$ cat config.mk
export PLATFORM = sky130hd
export DESIGN_NAME = multicycle_controller
export DESIGN_NICKNAME = d
export VERILOG_FILES = /design/src/rtl/multicycle_controller.sv
export SDC_FILE = /design/constraint.sdc
export NUM_CORES = 1
export LEC_CHECK = 0
export CORE_UTILIZATION = 38
export DETAILED_ROUTE_END_ITERATION = 6
export PLACE_DENSITY = 0.78
export SYNTH_ARGS = -nofsm -noshare
export SYNTH_HDL_FRONTEND = slang
export SYNTH_SLANG_ARGS = --single-unit
$ cat constraint.sdc
create_clock -name clk -period 2.74 [get_ports clk]
set_input_delay 0.822 -clock clk [delete_from_list [all_inputs] [get_ports clk]]
set_output_delay 0.822 -clock clk [all_outputs]
set_load 0.01 [all_outputs]
$ cat src/rtl/multicycle_controller.sv
// Multi-cycle accumulator CPU control unit: fetch/decode/operand/execute/store/branch sequencing.
// Optional memory wait timeout is enabled by defining CTRL_TIMEOUT_EN.
module multicycle_controller #(
  parameter int ACC_SEL_W = 2,
  parameter int TIMEOUT   = 15
) (
  input  logic                 clk,
  input  logic                 rst,
  input  logic                 start,
  input  logic [3:0]           op,
  input  logic [ACC_SEL_W-1:0] acc_field,
  input  logic [2:0]           czn,
  input  logic                 mem_ready,
  output logic                 done,
  output logic                 busy,
  output logic                 err,
  output logic                 pc_inc,
  output logic                 pc_ld,
  output logic                 addr_sel,
  output logic                 mem_rd,
  output logic                 mem_wr,
  output logic                 ir_ld,
  output logic                 tr_ld,
  output logic                 di_ld,
  output logic                 a_ld,
  output logic                 b_ld,
  output logic                 a_zero,
  output logic [1:0]           alu_op,
  output logic                 alu_res_ld,
  output logic                 ld_czn,
  output logic                 acc_we,
  output logic [ACC_SEL_W-1:0] acc_sel,
  output logic [3:0]           dbg_state
);

  typedef enum logic [3:0] {
    S_IDLE   = 4'd0,
    S_START  = 4'd1,
    S_FETCH  = 4'd2,
    S_DECODE = 4'd3,
    S_FETCH2 = 4'd4,
    S_LDDATA = 4'd5,
    S_OPLD   = 4'd6,
    S_EXEC   = 4'd7,
    S_WRACC  = 4'd8,
    S_STORE  = 4'd9,
    S_BRANCH = 4'd10,
    S_ERR    = 4'd11
  } state_t;

  localparam logic [3:0] OP_LDA = 4'b0000;
  localparam logic [3:0] OP_STA = 4'b0001;
  localparam logic [3:0] OP_ADD = 4'b0010;
  localparam logic [3:0] OP_SUB = 4'b0011;
  localparam logic [3:0] OP_AND = 4'b0100;
  localparam logic [3:0] OP_NOT = 4'b0101;
  localparam logic [3:0] OP_JMP = 4'b0110;
  localparam logic [3:0] OP_JZ  = 4'b0111;
  localparam logic [3:0] OP_JC  = 4'b1000;
  localparam logic [3:0] OP_JN  = 4'b1001;
  localparam logic [3:0] OP_HLT = 4'b1111;

  state_t                 state_q, state_d;
  logic [ACC_SEL_W-1:0]   acc_sel_q, acc_sel_d;
  logic                   timeout;

  // Two-word opcodes carry an address word that is loaded into TR.
  function automatic logic is_two_word(input logic [3:0] o);
    return (o <= OP_AND) || ((o >= OP_JMP) && (o <= OP_JN));
  endfunction

`ifdef CTRL_TIMEOUT_EN
  localparam int CNT_W = $clog2(TIMEOUT + 1);
  logic [CNT_W-1:0] wait_q, wait_d;
  logic             mem_state;

  assign mem_state = (state_q == S_FETCH) || (state_q == S_FETCH2) ||
                     (state_q == S_LDDATA) || (state_q == S_STORE);
  // Trap on the wait cycle that brings the consecutive count up to TIMEOUT.
  assign timeout   = mem_state && !mem_ready && (wait_q == CNT_W'(TIMEOUT - 1));

  always_comb begin
    wait_d = '0;
    if (mem_state && !mem_ready && !timeout) wait_d = wait_q + CNT_W'(1);
  end

  always_ff @(posedge clk or negedge rst) begin
    if (!rst) wait_q <= '0;
    else      wait_q <= wait_d;
  end
`else
  // No timeout in this build; the expression is constant false for any legal TIMEOUT.
  assign timeout = (TIMEOUT < 0);
`endif

  always_ff @(posedge clk or negedge rst) begin
    if (!rst) begin
      state_q   <= S_IDLE;
      acc_sel_q <= '0;
    end else begin
      state_q   <= state_d;
      acc_sel_q <= acc_sel_d;
    end
  end

  always_comb begin
    state_d    = state_q;
    acc_sel_d  = acc_sel_q;
    done       = 1'b0;
    busy       = 1'b0;
    err        = 1'b0;
    pc_inc     = 1'b0;
    pc_ld      = 1'b0;
    addr_sel   = 1'b0;
    mem_rd     = 1'b0;
    mem_wr     = 1'b0;
    ir_ld      = 1'b0;
    tr_ld      = 1'b0;
    di_ld      = 1'b0;
    a_ld       = 1'b0;
    b_ld       = 1'b0;
    a_zero     = 1'b0;
    alu_op     = 2'b00;
    alu_res_ld = 1'b0;
    ld_czn     = 1'b0;
    acc_we     = 1'b0;

    case (state_q)
      S_IDLE: begin
        done = 1'b1;
        if (start) state_d = S_START;
      end
      S_START: begin
        if (!start) state_d = S_FETCH;
      end
      S_FETCH: begin
        busy   = 1'b1;
        mem_rd = 1'b1;
        if (timeout) state_d = S_ERR;
        else if (mem_ready) begin
          ir_ld   = 1'b1;
          pc_inc  = 1'b1;
          state_d = S_DECODE;
        end
      end
      S_DECODE: begin
        busy      = 1'b1;
        acc_sel_d = acc_field;
        if (is_two_word(op))  state_d = S_FETCH2;
        else if (op == OP_NOT) state_d = S_OPLD;
        else if (op == OP_HLT) state_d = S_IDLE;
        else                   state_d = S_ERR;
      end
      S_FETCH2: begin
        busy   = 1'b1;
        mem_rd = 1'b1;
        if (timeout) state_d = S_ERR;
        else if (mem_ready) begin
          tr_ld  = 1'b1;
          pc_inc = 1'b1;
          if (op == OP_STA)                        state_d = S_STORE;
          else if ((op >= OP_JMP) && (op <= OP_JN)) state_d = S_BRANCH;
          else                                     state_d = S_LDDATA;
        end
      end
      S_LDDATA: begin
        busy     = 1'b1;
        mem_rd   = 1'b1;
        addr_sel = 1'b1;
        if (timeout) state_d = S_ERR;
        else if (mem_ready) begin
          di_ld   = 1'b1;
          state_d = S_OPLD;
        end
      end
      S_OPLD: begin
        busy    = 1'b1;
        a_ld    = 1'b1;
        b_ld    = 1'b1;
        a_zero  = (op == OP_LDA);
        state_d = S_EXEC;
      end
      S_EXEC: begin
        busy       = 1'b1;
        alu_res_ld = 1'b1;
        ld_czn     = 1'b1;
        case (op)
          OP_SUB:  alu_op = 2'b01;
          OP_AND:  alu_op = 2'b10;
          OP_NOT:  alu_op = 2'b11;
          default: alu_op = 2'b00;
        endcase
        state_d = S_WRACC;
      end
      S_WRACC: begin
        busy    = 1'b1;
        acc_we  = 1'b1;
        state_d = S_FETCH;
      end
      S_STORE: begin
        busy     = 1'b1;
        mem_wr   = 1'b1;
        addr_sel = 1'b1;
        if (timeout)        state_d = S_ERR;
        else if (mem_ready) state_d = S_FETCH;
      end
      S_BRANCH: begin
        busy = 1'b1;
        // czn is {C,Z,N}
        case (op)
          OP_JMP:  pc_ld = 1'b1;
          OP_JZ:   pc_ld = czn[1];
          OP_JC:   pc_ld = czn[2];
          OP_JN:   pc_ld = czn[0];
          default: pc_ld = 1'b0;
        endcase
        state_d = S_FETCH;
      end
      S_ERR: begin
        err = 1'b1;
        if (start) state_d = S_START;
      end
      default: state_d = S_IDLE;
    endcase

    if (state_d == S_ERR) acc_sel_d = '0;
  end

  assign acc_sel   = acc_sel_q;
  assign dbg_state = state_q;

endmodule

## Yosys cells after proc, flatten, opt, wreduce, memory -nomap -nowiden

Cells that the tools add are included.
W data, S select, Z words.

| cells by class | value |
|---|---|
| mux-type cells | 33 |
| magnitude comparators | 3 |
| equality and inequality tests | 21 |
| reduce and logical (&&, ||, !) cells | 11 |

Operators with widths:

| cell | number |
|---|---|
| $mux W4 | 11 |
| $pmux W4 S10 | 1 |
| $eq A4 B3 Y1 const B | 8 |
| $eq A4 B4 Y1 const B | 8 |
| $mux W1 | 16 |
| $eq A4 B2 Y1 const B | 3 |
| $reduce_or A9 Y1 | 1 |
| $eq A4 B1 Y1 const B | 2 |
| $logic_not A4 Y1 | 2 |
| $reduce_or A2 Y1 | 4 |
| $mux W2 | 3 |
| $pmux W2 S3 | 1 |
| $ge A4 B3 Y1 const B | 1 |
| $le A4 B3 Y1 const B | 1 |
| $le A4 B4 Y1 const B | 1 |
| $pmux W1 S4 | 1 |
| $reduce_or A3 Y1 | 1 |
| $reduce_bool A2 Y1 | 1 |
| $logic_and A1 B1 Y1 | 1 |
| $logic_or A1 B1 Y1 | 1 |

| storage, ports and cells | value |
|---|---|
| register bits after elaboration | 6 |
| logic and storage cells | 70 |
| output and inout bits | 25 |
| bits of input ports | 13 |

## Logic depth before layout (Yosys ltp)

Gate-level depths: netlist (run 1).

| depth | value |
|---|---|
| depth after elaboration | 8 |
| gate-level depth with buffers | 7 |
| mapped depth without buffers | 5 |

## Least setup slack after synthesis (run 1)

Ideal clock, no wire load.

| timing | value |
|---|---|
| path type | input -> output |
| from | input port op[1] |
| to | output port pc_ld |
| setup slack | 0.129 ns |
| required time | 1.918 ns |
| stages on the path | 4 |
| path buffers | 1 |
| arrival time | 1.789 ns |
| cells stage by stage | clkbuf_1 -> or3b_1 -> o22ai_1 -> and4b_1 |

| between the ends | value |
|---|---|
| cells in the longest elaborated chain, start to end | 3 |
| elaborated cells between the ends (all ways) | 6 |
| those cells by class | eq/ne: 4; mux: 2 |

Ends and longest elaborated chain:

| element | line | text |
|---|---|---|
| start: declaration | 10 | `input logic [3:0] op,` |
| $eq A4 B4 Y1 / $eq A4 B3 Y1 (equally long branches) | 210 | `case (op)` |
| $pmux W1 S4 * | 210 |  |
| $mux W1 * | 128 | `case (state_q)` |
| end: declaration | 18 | `output logic pc_ld,` |

Mark *: on every way between the ends. The rest lies on a longest branch, timed or not.

## Worst setup path in the final report (run 1)

| timing | value |
|---|---|
| from | input port op[2] |
| to | output port pc_ld |

The elaborated chain is that of the path after synthesis.

==> run_results.csv, run 1 <==
group,metric,value,unit
outcome,status,"complete, no violations",
sta,hold_viol,0,
placement,post-place-ws,-628,ps
final_layout,antenna-diode-count,0,
route,drt_wl_total,2410,um
placement,hpwl,1850,um
grt,gr-total-overflow,0,
worst_setup_path,worstPathRequired,1920,ps
sta,tightest_slew,280,ps
synthesis,synth_edf_count,0,
final_layout,nFillCells,151,
route,route.antenna.remaining_nets,0,
cts,htreeDepth,1,
worst_setup_path,critical_path.slowest_cell,"sky130_fd_sc_hd__or3b_4",
cts,clock_slew_seen_by_the_registers_of_the_worst_setup_and_hold_paths,40,ps
worst_setup_path,critical-path-top-delay-family,"simple AND/OR/NAND/NOR gates",
hold_path,hold_sp,"acc_sel[0]",
placement,placement.io_buffers,37,
sta,setup-tns-final,0,ps
grt,antenna_found_initial,0,
final_layout,layout.cells.most_common_list,"sky130_fd_sc_hd__clkdlybuf4s50_1 (23), sky130_fd_sc_hd__buf_4 (17), sky130_fd_sc_hd__nand2_1 (14), sky130_fd_sc_hd__a21oi_1 (11), sky130_fd_sc_hd__nor2_1 (10)",
hold_path,hold_path_end,"acc_sel[0]",
worst_setup_path,critical_path.endpoint_type,"output pin",
floorplan,placeableCoreArea,1750,um2
cts,cts_inserted_buffers,3,
sta,fin_ws,50.6,ps
worst_setup_path,cp_cell_instances,"clkdlybuf4s15_1 > or3b_4 > o22ai_1 > and4b_1 > buf_2",
route,detail_route.wl_per_cell,14.0,um
route,drt_iter0_markers,10,
worst_setup_path,timing.reg2reg.worst_path_depth,5,
synthesis,synth_warn,0,
sta,whs,573,ps
sta,clock.fmax,372,MHz
worst_setup_path,timing.critical_path.depth,5,
synthesis,avgSynthCellArea,7.24,um2
synthesis,syn_inst,99,
final_layout,final_common_cell,"sky130_fd_sc_hd__clkdlybuf4s50_1",
route,routed-via-count,937,
placement,placedCellCount,168,
final_layout,post-route-util,71.1,%
grt,grt_max_degree,17,
floorplan,io_pins,38,
worst_setup_path,crit_arrival,1870,ps
final_layout,layout-drive-gt1-share,23.1,%
synthesis,synth_area_leader_cell,"sky130_fd_sc_hd__dfrtp_1",
worst_setup_path,setup.worst_path.class,"input pin to output pin",
worst_setup_path,worst_setup_path_start_kind,"input pin",
synthesis,post_synthesis_cell_type_count,35,
sta,slew_headroom,81.2,%
synthesis,mappedNetlistNets,112,
synthesis,synthFlopType,"sky130_fd_sc_hd__dfrtp_1",
cts,clk_latency,240,ps
cts,ctsRootBufferMaster,"sky130_fd_sc_hd__clkbuf_4",
route,drcViolationCount,0,
power_and_ir_drop,peakVddDrop,533,uV
worst_setup_path,crit-reg2reg-launch,"dbg_state[2]",
floorplan,dieHeight,45.4,um
cts,clkSinkCount,6,
synthesis,ys_async_sr_fraction,100,%
worst_setup_path,max_stage_delay,380,ps
final_layout,stdcell_count,172,
synthesis,netlist.area_leader.share,20.9,%
placement,globalplace.congestion,0.838,
hold_path,timing.hold.worst_path_depth,2,
final_layout,area.growth.synth_to_final,73.1,%
flow_run,max_cap_viol_count,0,
sta,clock_skew_after_layout,2.65,ps
power_and_ir_drop,power_density,947,nW/um2
synthesis,ys_seq_elements,6,
route,vias_per_cell,5.45,
worst_setup_path,worst-r2r-setup-slack,820,ps
worst_setup_path,r2r-end,"acc_sel[1]",
sta,report.final.slew_viol_count,0,
worst_setup_path,crit_path_max_fo,2,
worst_setup_path,path_buf_inv,2,
cts,cts_hold_buf,0,
sta,finalSetupViolations,0,
synthesis,synthTopCellsByArea,"sky130_fd_sc_hd__dfrtp_1 (21%), sky130_fd_sc_hd__a21oi_1 (7.7%), sky130_fd_sc_hd__nand2_1 (7.3%), sky130_fd_sc_hd__nor2_1 (5.8%), sky130_fd_sc_hd__and3_1 (4.4%)",
grt,grt_pass1_vias,865,
floorplan,initial_core_util,41.1,%
floorplan,die_w,45.4,um
floorplan,row_cnt,15,
cts,clock_path_buffers,2,
hold_path,holdCritPathClass,"flip-flop to flip-flop",
floorplan,design.die.area,2060,um2
sta,finalCriticalPeriod,2690,ps
route,first_pass_iters,3,
sta,rsz0062_at_grt,"false",
synthesis,mappedNetlistArea,717,um2
sta,final_min_period_over_clock_period,98.2,%
grt,grt_first_pass_wirelength,3740,um
synthesis,synth.yosys.seq_area_share,20.9,%
power_and_ir_drop,cellLeakagePower,0.588,nW
cts,cts_tree,"done",
final_layout,layout.nets,162,
grt,grt_use_total,24.6,%
[metal layers]
layer	wire length [um]	track usage, %	vias up	share of wire (%)
met5	0	0	-	0
met4	34	4.85	0	1.4
met3	98	6.35	4	4.1
met2	1250	41.7	27	52
met1	1030	31.3	448	43
li1	-	-	458	-
[worst max-delay path by stage]
| stage | slack, ps | from | end |
|---|---|---|---|
| after floorplan | 130 | op[1] | pc_ld |
| after global placement | -630 | op[3] | pc_ld |
| after detailed placement | -630 | op[3] | pc_ld |
| after CTS | 3 | dbg_state[1] | mem_wr |
| after global routing | 9 | op[2] | pc_ld |
| final | 50 | op[2] | pc_ld |
[power by group]
group / internal (mW) / switching [mW] / leakage, nW
clock network: 0.0495 / 0.0317 / 0.0138
registers: 0.136 / 0.0455 / 0.0731
logic: 0.458 / 0.455 / 0.502
[synthesized netlist by cell type (2+ instances only)]
master                     number
sky130_fd_sc_hd__nor2_1        11
sky130_fd_sc_hd__nand2b_1       5
sky130_fd_sc_hd__mux2i_1        3
sky130_fd_sc_hd__buf_4          2
sky130_fd_sc_hd__o22ai_1        2
sky130_fd_sc_hd__and3_1         5
sky130_fd_sc_hd__clkbuf_1       6
sky130_fd_sc_hd__buf_2          2
sky130_fd_sc_hd__or3b_1         2
sky130_fd_sc_hd__nor2b_1        4
sky130_fd_sc_hd__dfrtp_1        6
sky130_fd_sc_hd__nor3_1         2
sky130_fd_sc_hd__nor4_1         4
sky130_fd_sc_hd__nand2_1       14
sky130_fd_sc_hd__a21oi_1       11
[cell type report]
| cell class | count | area (um2) | share of cell area [%] |
|---|---|---|---|
| timing repair buffer | 55 | 497 | 40.0 |
| inverter | 1 | 3.75 | 0.302 |
| sequential | 6 | 151 | 12.2 |
| multi-input combinational | 82 | 536 | 43.1 |
| tap | 25 | 31.3 | 2.52 |
| clock buffer | 3 | 22.5 | 1.81 |
[tightest hold or removal path, stage by stage, from the launching register on]
cell and delay [ps]:
sky130_fd_sc_hd__dfrtp_1 340, sky130_fd_sc_hd__mux2i_1 70, sky130_fd_sc_hd__a21oi_1 110
[cell families (layout without fill, tap and decap cells)]
| kind of cell | Yosys count | in the layout | share of synthesized area (%) |
|---|---|---|---|
| xor+xnor | 1 | 1 | 1.22 |
| simple gates | 55 | 55 | 44.7 |
| mux | 3 | 3 | 4.19 |
| flops | 6 | 6 | 20.9 |
| buf+inv | 11 | 59 | 7.15 |
| compound gates | 23 | 23 | 21.8 |
[metrics by stage]
step,power [mW],area [um2]
after global routing,1.26,1240
after global placement,1.07,1200
after floorplan,0.665,717
after detailed placement,1.08,1200
final,1.18,1240
after CTS,1.17,1230
[flip-flops by register name, summed over array words and instances (netlist names)]
name	cells
acc_sel	2
dbg_state	4
[repair_timing]
item | in CTS | in global routing
buffers inserted | 1 | 0
gates resized for setup | 25 | 9
setup endpoints to repair | 10 | 5
pin swaps | 3 | 2
(Power assumes the default switching activity.)
==> inputs of run 2 (changes only) <==
==> constraint.sdc (replaced) <==
create_clock -name clk -period 2.7 [get_ports clk]
set_input_delay 0.81 -clock clk [delete_from_list [all_inputs] [get_ports clk]]
set_output_delay 0.81 -clock clk [all_outputs]
set_load 0.01 [all_outputs]
==> run_results.csv, run 2 (synthesis results as in run 1) <==
group,metric,value,unit
sta,report.final.slew_viol_count,0,
floorplan,placeableCoreArea,1750,um2
grt,antenna_found_initial,0,
floorplan,row_cnt,15,
power_and_ir_drop,peakVddDrop,632,uV
grt,grt_use_total,26.9,%
final_layout,stdcell_count,173,
final_layout,nFillCells,144,
worst_setup_path,critical_path.slowest_cell,"sky130_fd_sc_hd__clkdlybuf4s50_1",
floorplan,initial_core_util,41.1,%
sta,clock.fmax,383,MHz
cts,cts_hold_buf,0,
route,routed-via-count,967,
route,drt_iter0_markers,12,
sta,finalSetupViolations,0,
floorplan,io_pins,38,
worst_setup_path,worst_setup_path_start_kind,"input pin",
sta,slew_headroom,77.2,%
sta,tightest_slew,339,ps
cts,clk_latency,240,ps
worst_setup_path,timing.critical_path.depth,5,
outcome,status,"complete, no violations",
final_layout,final_common_cell,"sky130_fd_sc_hd__clkdlybuf4s50_1",
worst_setup_path,worstPathRequired,1890,ps
grt,grt_pass1_vias,914,
final_layout,antenna-diode-count,0,
cts,clock_slew_seen_by_the_registers_of_the_worst_setup_and_hold_paths,40,ps
cts,htreeDepth,1,
grt,grt_first_pass_wirelength,4060,um
floorplan,die_w,45.4,um
final_layout,largest_register_ff_count,4,
placement,placedCellCount,168,
hold_path,timing.hold.worst_path_depth,2,
worst_setup_path,timing.reg2reg.worst_path_depth,5,
floorplan,dieHeight,45.4,um
worst_setup_path,path_buf_inv,2,
power_and_ir_drop,cellLeakagePower,0.559,nW
placement,placed_cell_area,1200,um2
cts,cts_tree,"done",
sta,finalCriticalPeriod,2610,ps
route,detail_route.wl_per_cell,14.8,um
sta,setup-tns-final,0,ps
grt,gr-total-overflow,0,
final_layout,area.growth.synth_to_final,73.1,%
grt,grt_max_degree,17,
route,route.antenna.remaining_nets,0,
placement,post-place-ws,-674,ps
worst_setup_path,max_stage_delay,450,ps
sta,rsz0062_at_grt,"false",
route,first_pass_iters,4,
final_layout,post-route-util,71.1,%
sta,hold_viol,0,
final_layout,layout-drive-gt1-share,25.0,%
route,drt_wl_total,2550,um
cts,clock_path_buffers,2,
final_layout,layout.nets,163,
worst_setup_path,critical_path.endpoint_type,"output pin",
worst_setup_path,setup.worst_path.class,"input pin to output pin",
placement,placement.io_buffers,37,
cts,cts_inserted_buffers,3,
floorplan,design.die.area,2060,um2
worst_setup_path,critical-path-top-delay-family,"buffers and inverters",
placement,hpwl,1860,um
route,drcViolationCount,0,
flow_run,max_cap_viol_count,0,
placement,globalplace.congestion,0.840,
power_and_ir_drop,post-layout-total-power,1.20,mW
worst_setup_path,cp_cell_instances,"clkdlybuf4s50_1 > mux2i_1 > o22ai_2 > and4b_1 > buf_2",
worst_setup_path,crit_path_max_fo,1,
route,vias_per_cell,5.59,
worst_setup_path,crit_arrival,1800,ps
hold_path,holdCritPathClass,"flip-flop to flip-flop",
final_layout,layout.cells.most_common_list,"sky130_fd_sc_hd__clkdlybuf4s50_1 (25), sky130_fd_sc_hd__buf_4 (18), sky130_fd_sc_hd__nand2_1 (14), sky130_fd_sc_hd__nor2_1 (11), sky130_fd_sc_hd__a21oi_1 (11)",
sta,clock_skew_after_layout,0.687,ps
final_layout,stdcell_area,1240,um2
worst_setup_path,worst-r2r-setup-slack,770,ps
power_and_ir_drop,power_density,967,nW/um2
sta,whs,567,ps
sta,fin_ws,86.4,ps
cts,clkSinkCount,6,
sta,final_min_period_over_clock_period,96.8,%
cts,ctsRootBufferMaster,"sky130_fd_sc_hd__clkbuf_4",
[run 2: area by class of cell]
class | count | area [um2] | share of cell area [%]
timing repair buffer | 56 | 489 | 39.4
tap | 25 | 31.3 | 2.52
clock buffer | 3 | 22.5 | 1.81
inverter | 1 | 3.75 | 0.302
multi-input combinational | 82 | 544 | 43.9
sequential | 6 | 150 | 12.1
[run 2: worst paths after layout]
path,startpoint,endpoint
worst max-delay path,czn[2],pc_ld
worst min-delay path,acc_sel[1],acc_sel[1]
worst max register to register,dbg_state[2],acc_sel[0]
worst min register to register,acc_sel[1],acc_sel[1]
max in group asynchronous,rst,acc_sel[0]
min in group asynchronous,rst,dbg_state[2]
[run 2: repair_timing]
action | CTS | global route
pin swaps | 3 | 2
gates resized for setup | 28 | 7
setup endpoints to repair | 8 | 5
setup buffers | 2 | 0
[run 2: power by group]
group	internal [mW]	leakage [nW]	switching [mW]	total, mW
sequential	0.137	0.0743	0.0385	0.175
combinational	0.471	0.471	0.473	0.944
clock	0.0502	0.0138	0.0308	0.0810
[run 2: tightest hold or removal path, cell delays in order (launching register included)]
cell                      delay, ps
sky130_fd_sc_hd__dfrtp_1        340
sky130_fd_sc_hd__mux2i_1         70
sky130_fd_sc_hd__a21oi_1        110
[run 2: routing by layer]
metal	track usage (%)	up-vias	wire length [um]
met1	32.8	475	1050
met2	47.4	32	1370
li1	-	460	-
met3	7.54	0	130
met4	3.64	0	0
met5	0	-	0
